File: src/rtl/axi_lite_regfile_if.sv
// axi_lite_regfile_if
//   AXI4-Lite bus bundle between a master and the register-file slave.
//   Carries the AW, W, B, AR and R channels; clock and reset stay outside.
//   Modports:
//     slave  - the register-file responder (drives the READY/response side)
//     master - the requester (drives addresses, data, strobes and VALIDs)
interface axi_lite_regfile_if #(
    parameter int ADDR_W = 32,
    parameter int DATA_W = 32
);
    logic                  AWVALID;
    logic [ADDR_W-1:0]     AWADDR;
    logic                  AWREADY;
    logic                  WVALID;
    logic [DATA_W-1:0]     WDATA;
    logic [DATA_W/8-1:0]   WSTRB;
    logic                  WREADY;
    logic                  BVALID;
    logic [1:0]            BRESP;
    logic                  BREADY;
    logic                  ARVALID;
    logic [ADDR_W-1:0]     ARADDR;
    logic                  ARREADY;
    logic                  RVALID;
    logic [DATA_W-1:0]     RDATA;
    logic [1:0]            RRESP;
    logic                  RREADY;

    modport slave (
        input  AWVALID, AWADDR, WVALID, WDATA, WSTRB, BREADY,
               ARVALID, ARADDR, RREADY,
        output AWREADY, WREADY, BVALID, BRESP, ARREADY, RVALID, RDATA, RRESP
    );

    modport master (
        output AWVALID, AWADDR, WVALID, WDATA, WSTRB, BREADY,
               ARVALID, ARADDR, RREADY,
        input  AWREADY, WREADY, BVALID, BRESP, ARREADY, RVALID, RDATA, RRESP
    );
endinterface

File: src/rtl/axi_lite_regfile_slave.sv
// axi_lite_regfile_slave
//   AXI4-Lite responder in front of a word-indexed register file.
//   Writes arrive on AW/W (in either order or together), are committed lane by
//   lane under WSTRB and acknowledged on B. Reads are served on AR/R by an
//   independent FSM. Addresses are word indices; any index >= NUM_REGS
//   (including any nonzero bit above the index field) answers SLVERR.
// Ports
//   ACLK    - clock, rising edge
//   ARESET  - synchronous reset, active low
//   bus     - AXI4-Lite slave modport (AW, W, B, AR, R channels)
//   ready   - one-cycle pulse after each B handshake (write complete)
//
// state     | meaning
// ----------+---------------------------------------------------------
// WR_IDLE   | waiting for AW and/or W; both READYs high
// WR_GOT_AW | address latched, waiting for write data
// WR_GOT_W  | data/strobes latched, waiting for address
// WR_RESP   | write committed, holding BVALID/BRESP until BREADY
// RD_IDLE   | waiting for AR; ARREADY high
// RD_DATA   | holding RVALID/RDATA/RRESP until RREADY
module axi_lite_regfile_slave #(
    parameter int ADDR_W   = 32,
    parameter int DATA_W   = 32,
    parameter int NUM_REGS = 8
) (
    input  logic                 ACLK,
    input  logic                 ARESET,
    axi_lite_regfile_if.slave    bus,
    output logic                 ready
);
    localparam int IDX_W = (NUM_REGS > 1) ? $clog2(NUM_REGS) : 1;
    localparam int LANES = DATA_W / 8;
    localparam logic [1:0] RESP_OKAY   = 2'b00;
    localparam logic [1:0] RESP_SLVERR = 2'b10;
    localparam logic [ADDR_W-1:0] NUM_REGS_A = ADDR_W'(NUM_REGS);

    typedef enum logic [1:0] {WR_IDLE, WR_GOT_AW, WR_GOT_W, WR_RESP} wr_state_t;
    typedef enum logic       {RD_IDLE, RD_DATA} rd_state_t;

    wr_state_t wr_state, wr_next;
    rd_state_t rd_state, rd_next;

    logic [DATA_W-1:0] regs [NUM_REGS];

    logic [ADDR_W-1:0] aw_addr_q;
    logic [DATA_W-1:0] w_data_q;
    logic [LANES-1:0]  w_strb_q;
    logic [1:0]        bresp_q;
    logic              ready_q;
    logic [DATA_W-1:0] rdata_q;
    logic [1:0]        rresp_q;

    logic              awready, wready, bvalid;
    logic              commit;
    logic [ADDR_W-1:0] c_addr;
    logic [DATA_W-1:0] c_data;
    logic [LANES-1:0]  c_strb;
    logic              c_legal;
    logic              arready, rvalid;
    logic              ar_legal;

    // Write FSM: the commit happens on whichever edge completes the second
    // handshake; the mux picks live bus values for the channel completing now
    // and latched values for the channel that finished earlier.
    always_comb begin
        wr_next = wr_state;
        awready = 1'b0;
        wready  = 1'b0;
        bvalid  = 1'b0;
        commit  = 1'b0;
        c_addr  = aw_addr_q;
        c_data  = w_data_q;
        c_strb  = w_strb_q;
        case (wr_state)
            WR_IDLE: begin
                awready = 1'b1;
                wready  = 1'b1;
                if (bus.AWVALID && bus.WVALID) begin
                    wr_next = WR_RESP;
                    commit  = 1'b1;
                    c_addr  = bus.AWADDR;
                    c_data  = bus.WDATA;
                    c_strb  = bus.WSTRB;
                end else if (bus.AWVALID) begin
                    wr_next = WR_GOT_AW;
                end else if (bus.WVALID) begin
                    wr_next = WR_GOT_W;
                end
            end
            WR_GOT_AW: begin
                wready = 1'b1;
                if (bus.WVALID) begin
                    wr_next = WR_RESP;
                    commit  = 1'b1;
                    c_data  = bus.WDATA;
                    c_strb  = bus.WSTRB;
                end
            end
            WR_GOT_W: begin
                awready = 1'b1;
                if (bus.AWVALID) begin
                    wr_next = WR_RESP;
                    commit  = 1'b1;
                    c_addr  = bus.AWADDR;
                end
            end
            WR_RESP: begin
                bvalid = 1'b1;
                if (bus.BREADY) begin
                    wr_next = WR_IDLE;
                end
            end
            default: wr_next = WR_IDLE;
        endcase
    end

    // Full-width compare so any nonzero bit above the index field is illegal.
    assign c_legal  = (c_addr < NUM_REGS_A);
    assign ar_legal = (bus.ARADDR < NUM_REGS_A);

    always_comb begin
        rd_next = rd_state;
        arready = 1'b0;
        rvalid  = 1'b0;
        case (rd_state)
            RD_IDLE: begin
                arready = 1'b1;
                if (bus.ARVALID) begin
                    rd_next = RD_DATA;
                end
            end
            RD_DATA: begin
                rvalid = 1'b1;
                if (bus.RREADY) begin
                    rd_next = RD_IDLE;
                end
            end
            default: rd_next = RD_IDLE;
        endcase
    end

    always_ff @(posedge ACLK) begin
        if (!ARESET) begin
            wr_state  <= WR_IDLE;
            rd_state  <= RD_IDLE;
            aw_addr_q <= '0;
            w_data_q  <= '0;
            w_strb_q  <= '0;
            bresp_q   <= RESP_OKAY;
            ready_q   <= 1'b0;
            rdata_q   <= '0;
            rresp_q   <= RESP_OKAY;
            for (int i = 0; i < NUM_REGS; i++) begin
                regs[i] <= '0;
            end
        end else begin
            wr_state <= wr_next;
            rd_state <= rd_next;
            ready_q  <= bvalid && bus.BREADY;

            if (awready && bus.AWVALID) begin
                aw_addr_q <= bus.AWADDR;
            end
            if (wready && bus.WVALID) begin
                w_data_q <= bus.WDATA;
                w_strb_q <= bus.WSTRB;
            end

            if (commit) begin
                bresp_q <= c_legal ? RESP_OKAY : RESP_SLVERR;
                if (c_legal) begin
                    for (int b = 0; b < LANES; b++) begin
                        if (c_strb[b]) begin
                            regs[c_addr[IDX_W-1:0]][8*b +: 8] <= c_data[8*b +: 8];
                        end
                    end
                end
            end

            // Sampled before this edge's write lands, so a same-edge write to
            // the same register is not visible to this read.
            if (arready && bus.ARVALID) begin
                rdata_q <= ar_legal ? regs[bus.ARADDR[IDX_W-1:0]] : '0;
                rresp_q <= ar_legal ? RESP_OKAY : RESP_SLVERR;
            end
        end
    end

    assign bus.AWREADY = awready;
    assign bus.WREADY  = wready;
    assign bus.BVALID  = bvalid;
    assign bus.BRESP   = bresp_q;
    assign bus.ARREADY = arready;
    assign bus.RVALID  = rvalid;
    assign bus.RDATA   = rdata_q;
    assign bus.RRESP   = rresp_q;
    assign ready       = ready_q;
endmodule

File: src/flat_wrapper.sv
// flat-port wrapper written by rule: the top's interface ports become plain ports
module axi_lite_regfile_slave_flat 
#(
    parameter int ADDR_W   = 32,
    parameter int DATA_W   = 32,
    parameter int NUM_REGS = 8
)
  (ACLK, ARESET, ready, bus_AWVALID, bus_AWADDR, bus_WVALID, bus_WDATA, bus_WSTRB, bus_BREADY, bus_ARVALID, bus_ARADDR, bus_RREADY, bus_AWREADY, bus_WREADY, bus_BVALID, bus_BRESP, bus_ARREADY, bus_RVALID, bus_RDATA, bus_RRESP);
  axi_lite_regfile_if #(.ADDR_W(ADDR_W), .DATA_W(DATA_W)) bus_i ();
  input  logic ACLK;
  input  logic ARESET;
  output logic ready;
  input wire logic [$bits(bus_i.AWVALID)-1:0] bus_AWVALID;
  input wire logic [$bits(bus_i.AWADDR)-1:0] bus_AWADDR;
  input wire logic [$bits(bus_i.WVALID)-1:0] bus_WVALID;
  input wire logic [$bits(bus_i.WDATA)-1:0] bus_WDATA;
  input wire logic [$bits(bus_i.WSTRB)-1:0] bus_WSTRB;
  input wire logic [$bits(bus_i.BREADY)-1:0] bus_BREADY;
  input wire logic [$bits(bus_i.ARVALID)-1:0] bus_ARVALID;
  input wire logic [$bits(bus_i.ARADDR)-1:0] bus_ARADDR;
  input wire logic [$bits(bus_i.RREADY)-1:0] bus_RREADY;
  output wire logic [$bits(bus_i.AWREADY)-1:0] bus_AWREADY;
  output wire logic [$bits(bus_i.WREADY)-1:0] bus_WREADY;
  output wire logic [$bits(bus_i.BVALID)-1:0] bus_BVALID;
  output wire logic [$bits(bus_i.BRESP)-1:0] bus_BRESP;
  output wire logic [$bits(bus_i.ARREADY)-1:0] bus_ARREADY;
  output wire logic [$bits(bus_i.RVALID)-1:0] bus_RVALID;
  output wire logic [$bits(bus_i.RDATA)-1:0] bus_RDATA;
  output wire logic [$bits(bus_i.RRESP)-1:0] bus_RRESP;
  assign bus_i.AWVALID = bus_AWVALID;
  assign bus_i.AWADDR = bus_AWADDR;
  assign bus_i.WVALID = bus_WVALID;
  assign bus_i.WDATA = bus_WDATA;
  assign bus_i.WSTRB = bus_WSTRB;
  assign bus_i.BREADY = bus_BREADY;
  assign bus_i.ARVALID = bus_ARVALID;
  assign bus_i.ARADDR = bus_ARADDR;
  assign bus_i.RREADY = bus_RREADY;
  assign bus_AWREADY = bus_i.AWREADY;
  assign bus_WREADY = bus_i.WREADY;
  assign bus_BVALID = bus_i.BVALID;
  assign bus_BRESP = bus_i.BRESP;
  assign bus_ARREADY = bus_i.ARREADY;
  assign bus_RVALID = bus_i.RVALID;
  assign bus_RDATA = bus_i.RDATA;
  assign bus_RRESP = bus_i.RRESP;
  axi_lite_regfile_slave #(.ADDR_W(ADDR_W), .DATA_W(DATA_W), .NUM_REGS(NUM_REGS)) u_core (.ACLK(ACLK), .ARESET(ARESET), .bus(bus_i), .ready(ready));
endmodule
File: config.mk
export PLATFORM = sky130hd
export DESIGN_NAME = axi_lite_regfile_slave_flat
export DESIGN_NICKNAME = d
export VERILOG_FILES = /design/src/rtl/axi_lite_regfile_if.sv /design/src/rtl/axi_lite_regfile_slave.sv /design/src/flat_wrapper.sv
export SDC_FILE = /design/constraint.sdc
export NUM_CORES = 1
export LEC_CHECK = 0
export CORE_UTILIZATION = 57
export CTS_CLUSTER_SIZE = 40
export DETAILED_ROUTE_END_ITERATION = 7
export GPL_ROUTABILITY_DRIVEN = 0
export GPL_TIMING_DRIVEN = 0
export PLACE_DENSITY = 0.88
export SETUP_SLACK_MARGIN = 0.2
export SYNTH_ARGS = -nofsm -noshare
export SYNTH_HDL_FRONTEND = slang
export SYNTH_SLANG_ARGS = --single-unit
File: constraint.sdc
create_clock -name ACLK -period 6 [get_ports ACLK]
set_input_delay 1.2 -clock ACLK [delete_from_list [all_inputs] [get_ports ACLK]]
set_output_delay 1.2 -clock ACLK [all_outputs]
set_load 0.02 [all_outputs]
==> out/results.ini <==
[power_and_ir_drop]
comb_power_share = 0.248
pwr-share-seq = 0.423
netSwitchingFraction = 0.324
p_switching_mw = 2.22
power.internal_mw = 4.64
power.density_nw_per_um2 = 357
p_clk_frac = 0.329
irDropWorstVdd_uv = 221
leakage_nw = 6.48

[timing]
setup_viol = 0
rsz0062_at_grt = no
fin_setup_tns_ns = 0
fin_crit_sh = 0.820
whs_ns = 0.454
tightest_slew_ns = 1.46
fmax_mhz = 203
min_period_ns = 4.92
max_slew_margin = 0.0148
skew_ns = 0.0120
drv_slew = 0
hold_viol = 0

[worst_setup_path]
r2r-start = u_core.wr_state[0]$_SDFFE_PN0P_
crit_path_end = u_core.regs[5][28]$_SDFFCE_PN0P_
cp_cell_sequence = clkdlybuf4s50_1, nor4_1, nand4_1, o21ai_1, nand3_1, clkbuf_1, o31ai_1
critical-path-top-delay-family = compound AO/OA/AOI/OAI gates
rrSetupSlack_ns = 1.49
worstSetupStartpoint = bus_AWADDR[10]
slowest_stage = o31ai_1
worstPathArrival_ns = 5.05
required_ns = 6.13
start_kind = input pin
r2r_cells = 9
max_stage_delay_ns = 1.27
endpoint_kind = flip-flop
worstSetupPathType = in2reg
reg2reg_to = u_core.regs[5][28]$_SDFFCE_PN0P_
path_buf_inv = 2
cp.depth = 7
cp_max_fo = 10

[synthesis]
synth.avg_cell_area_um2 = 11.9
synth_cell_types = 49
synth_edf_count = 256
yosys.area.top_type = edfxtp_1
ys_warn_count = 0
ys.flop_type = edfxtp_1
syn_area_um2 = 16100
synth_async_sr_flop_share = 0
synth_area_leaders = edfxtp_1, dfxtp_1, mux4_2, nand2_1, nor3_1
syn-instance-count = 1352
synth_most_common_cell = edfxtp_1
synth_common_cells = edfxtp_1, nand2_1, nor3_1
ys_ff_latch = 362
seq_area_frac_synth = 0.610
synth_top_area_share = 0.478

[floorplan]
num_rows = 61
coreArea_um2 = 27800
fp.dieArea_um2 = 28900
die_h_um = 170
die_w_um = 170
io-pin-count = 149
initial_core_util = 0.579

[cts]
cts_made_buffers = 36
clkTransAtPathRegs_ns = 0.06
cts_root_buf = clkbuf_16
post-cts-setup-buffers = 0
clkSinkCount = 362
cts_resized = 0
cts-htree-levels = 2
cts_tree = yes
clock_latency_ns = 0.53
clock_path_buffers = 3
cts_hold_buffers = 0

[route]
drcViolationCount = 3
routed_via_density = 6.35
wire_per_inst_um = 22.6
first_pass_iters = 8
first_iter_violations = 1773
drt_wl_total_um = 44000
num_vias = 12345
ant_nets = 0

[global_routing]
antenna_found_initial = 0
grt_pass1_wl_um = 67000
grt_pass1_vias = 12228
overflow = 0
grt_max_degree = 15
grt_usage = 0.309

[final_layout]
design_area_um2 = 19200
drive_above_1_share = 0.113
final_net_count = 1651
finish.utilization = 0.692
area_growth_pct = 19.6

[run]
drv_cap = 2

[placed_design]
dp_hpwl_um = 31000
port_buffers = 142
dpl_cell_area_um2 = 18000

[status]
status = complete, but fails checks
violations = DRC, capacitance limit

[worst_hold_path]
hold_depth = 2
hold_class = reg2reg

-- layer usage --
layer	track usage	vias up	routed length [um]
li1	-	5414	-
met1	0.380	5916	15500
met2	0.517	875	21400
met3	0.0772	140	5420
met4	0.135	0	1650
met5	0	-	0
-- power by group through the flow --
stage                     Clock, mW  Combinational [mW]  Sequential, mW
after floorplan                   0                1.04            2.93
after global placement            0                1.57            2.94
after detailed placement          0                1.63            2.95
after CTS                      2.24                1.64            2.90
after global routing           2.34                1.80            2.92
final                          2.26                1.70            2.90
-- worst register-to-register path, cell delays in order, from the launching register on --
cell      delay (ns)
dfxtp_1         0.38
inv_1           0.11
ha_1            0.22
buf_4           0.16
o211ai_1        0.38
nand2_1         0.19
o21ai_1         0.32
nand3_1         0.61
clkbuf_1        0.47
o31ai_1         1.27
-- how the worst min path moves through the flow --
| stage | start | to | slack [ns] |
|---|---|---|---|
| global route | u_core.w_data_q[14]$_SDFFE_PN0P_ | u_core.w_data_q[14]$_SDFFE_PN0P_ | 0.48 |
| detailed placement | u_core.w_data_q[13]$_SDFFE_PN0P_ | u_core.w_data_q[13]$_SDFFE_PN0P_ | 0.45 |
| finish | u_core.w_data_q[8]$_SDFFE_PN0P_ | u_core.w_data_q[8]$_SDFFE_PN0P_ | 0.45 |
| floorplan | u_core.aw_addr_q[15]$_SDFFE_PN0P_ | u_core.aw_addr_q[15]$_SDFFE_PN0P_ | 0.44 |
| CTS | u_core.w_data_q[13]$_SDFFE_PN0P_ | u_core.w_data_q[13]$_SDFFE_PN0P_ | 0.46 |
| global placement | u_core.w_data_q[17]$_SDFFE_PN0P_ | u_core.w_data_q[17]$_SDFFE_PN0P_ | 0.44 |
-- registers in the layout, indices dropped and copies added (netlist names) --
| signal | flops |
|---|---|
| u_core.regs | 256 |
| u_core.aw_addr_q | 32 |
| u_core.bus.RDATA | 32 |
| u_core.w_data_q | 32 |
| u_core.w_strb_q | 4 |
| u_core.wr_state | 2 |
| u_core.bus.BRESP | 1 |
| u_core.bus.RRESP | 1 |
| u_core.rd_state | 1 |
| u_core.ready | 1 |
-- cell families (layout without fill, tap and decap cells) --
logic type | after synthesis | after routing | synth area share
muxes | 99 | 99 | 0.111
DFF | 362 | 362 | 0.610
adders and majority gates | 6 | 6 | 0.00467
buffers and inverters | 124 | 336 | 0.0326
other | 1 | 3 | 0.000233
and+or+nand+nor | 559 | 559 | 0.163
AOI/OAI and AO/OA | 201 | 201 | 0.0783
-- metrics by stage --
step	total power [mW]	instances	setup slack, ns
5_1_grt	7.05	1943	1.05
3_3_place_gp	4.51	1873	0.934
3_5_place_dp	4.58	1873	0.736
2_1_floorplan	3.98	1353	2.27
6_report	6.86	1944	1.08
4_1_cts	6.79	1938	1.22
-- cell usage in the layout, fill, tap and decap left out, drive strengths merged, types with 52 or more instances in the layout --
cell	instances
o21ai	53
buf	52
nor3	130
edfxtp	256
dfxtp	106
clkdlybuf4s50	142
nor2	118
a21oi	77
mux4	64
nand2	177
clkbuf	126
-- area by class of cell --
class	instances	area, um2
diodes	1	2.50
plain buffers	117	498
clock buffers	56	1100
clock inverters	9	80.1
fillers	1903	8550
inverters	7	26.3
multi-input cells	867	5790
flip-flops and latches	362	9810
well taps	378	473
repair buffers	147	1450
Power figures use the tool's default switching activity.
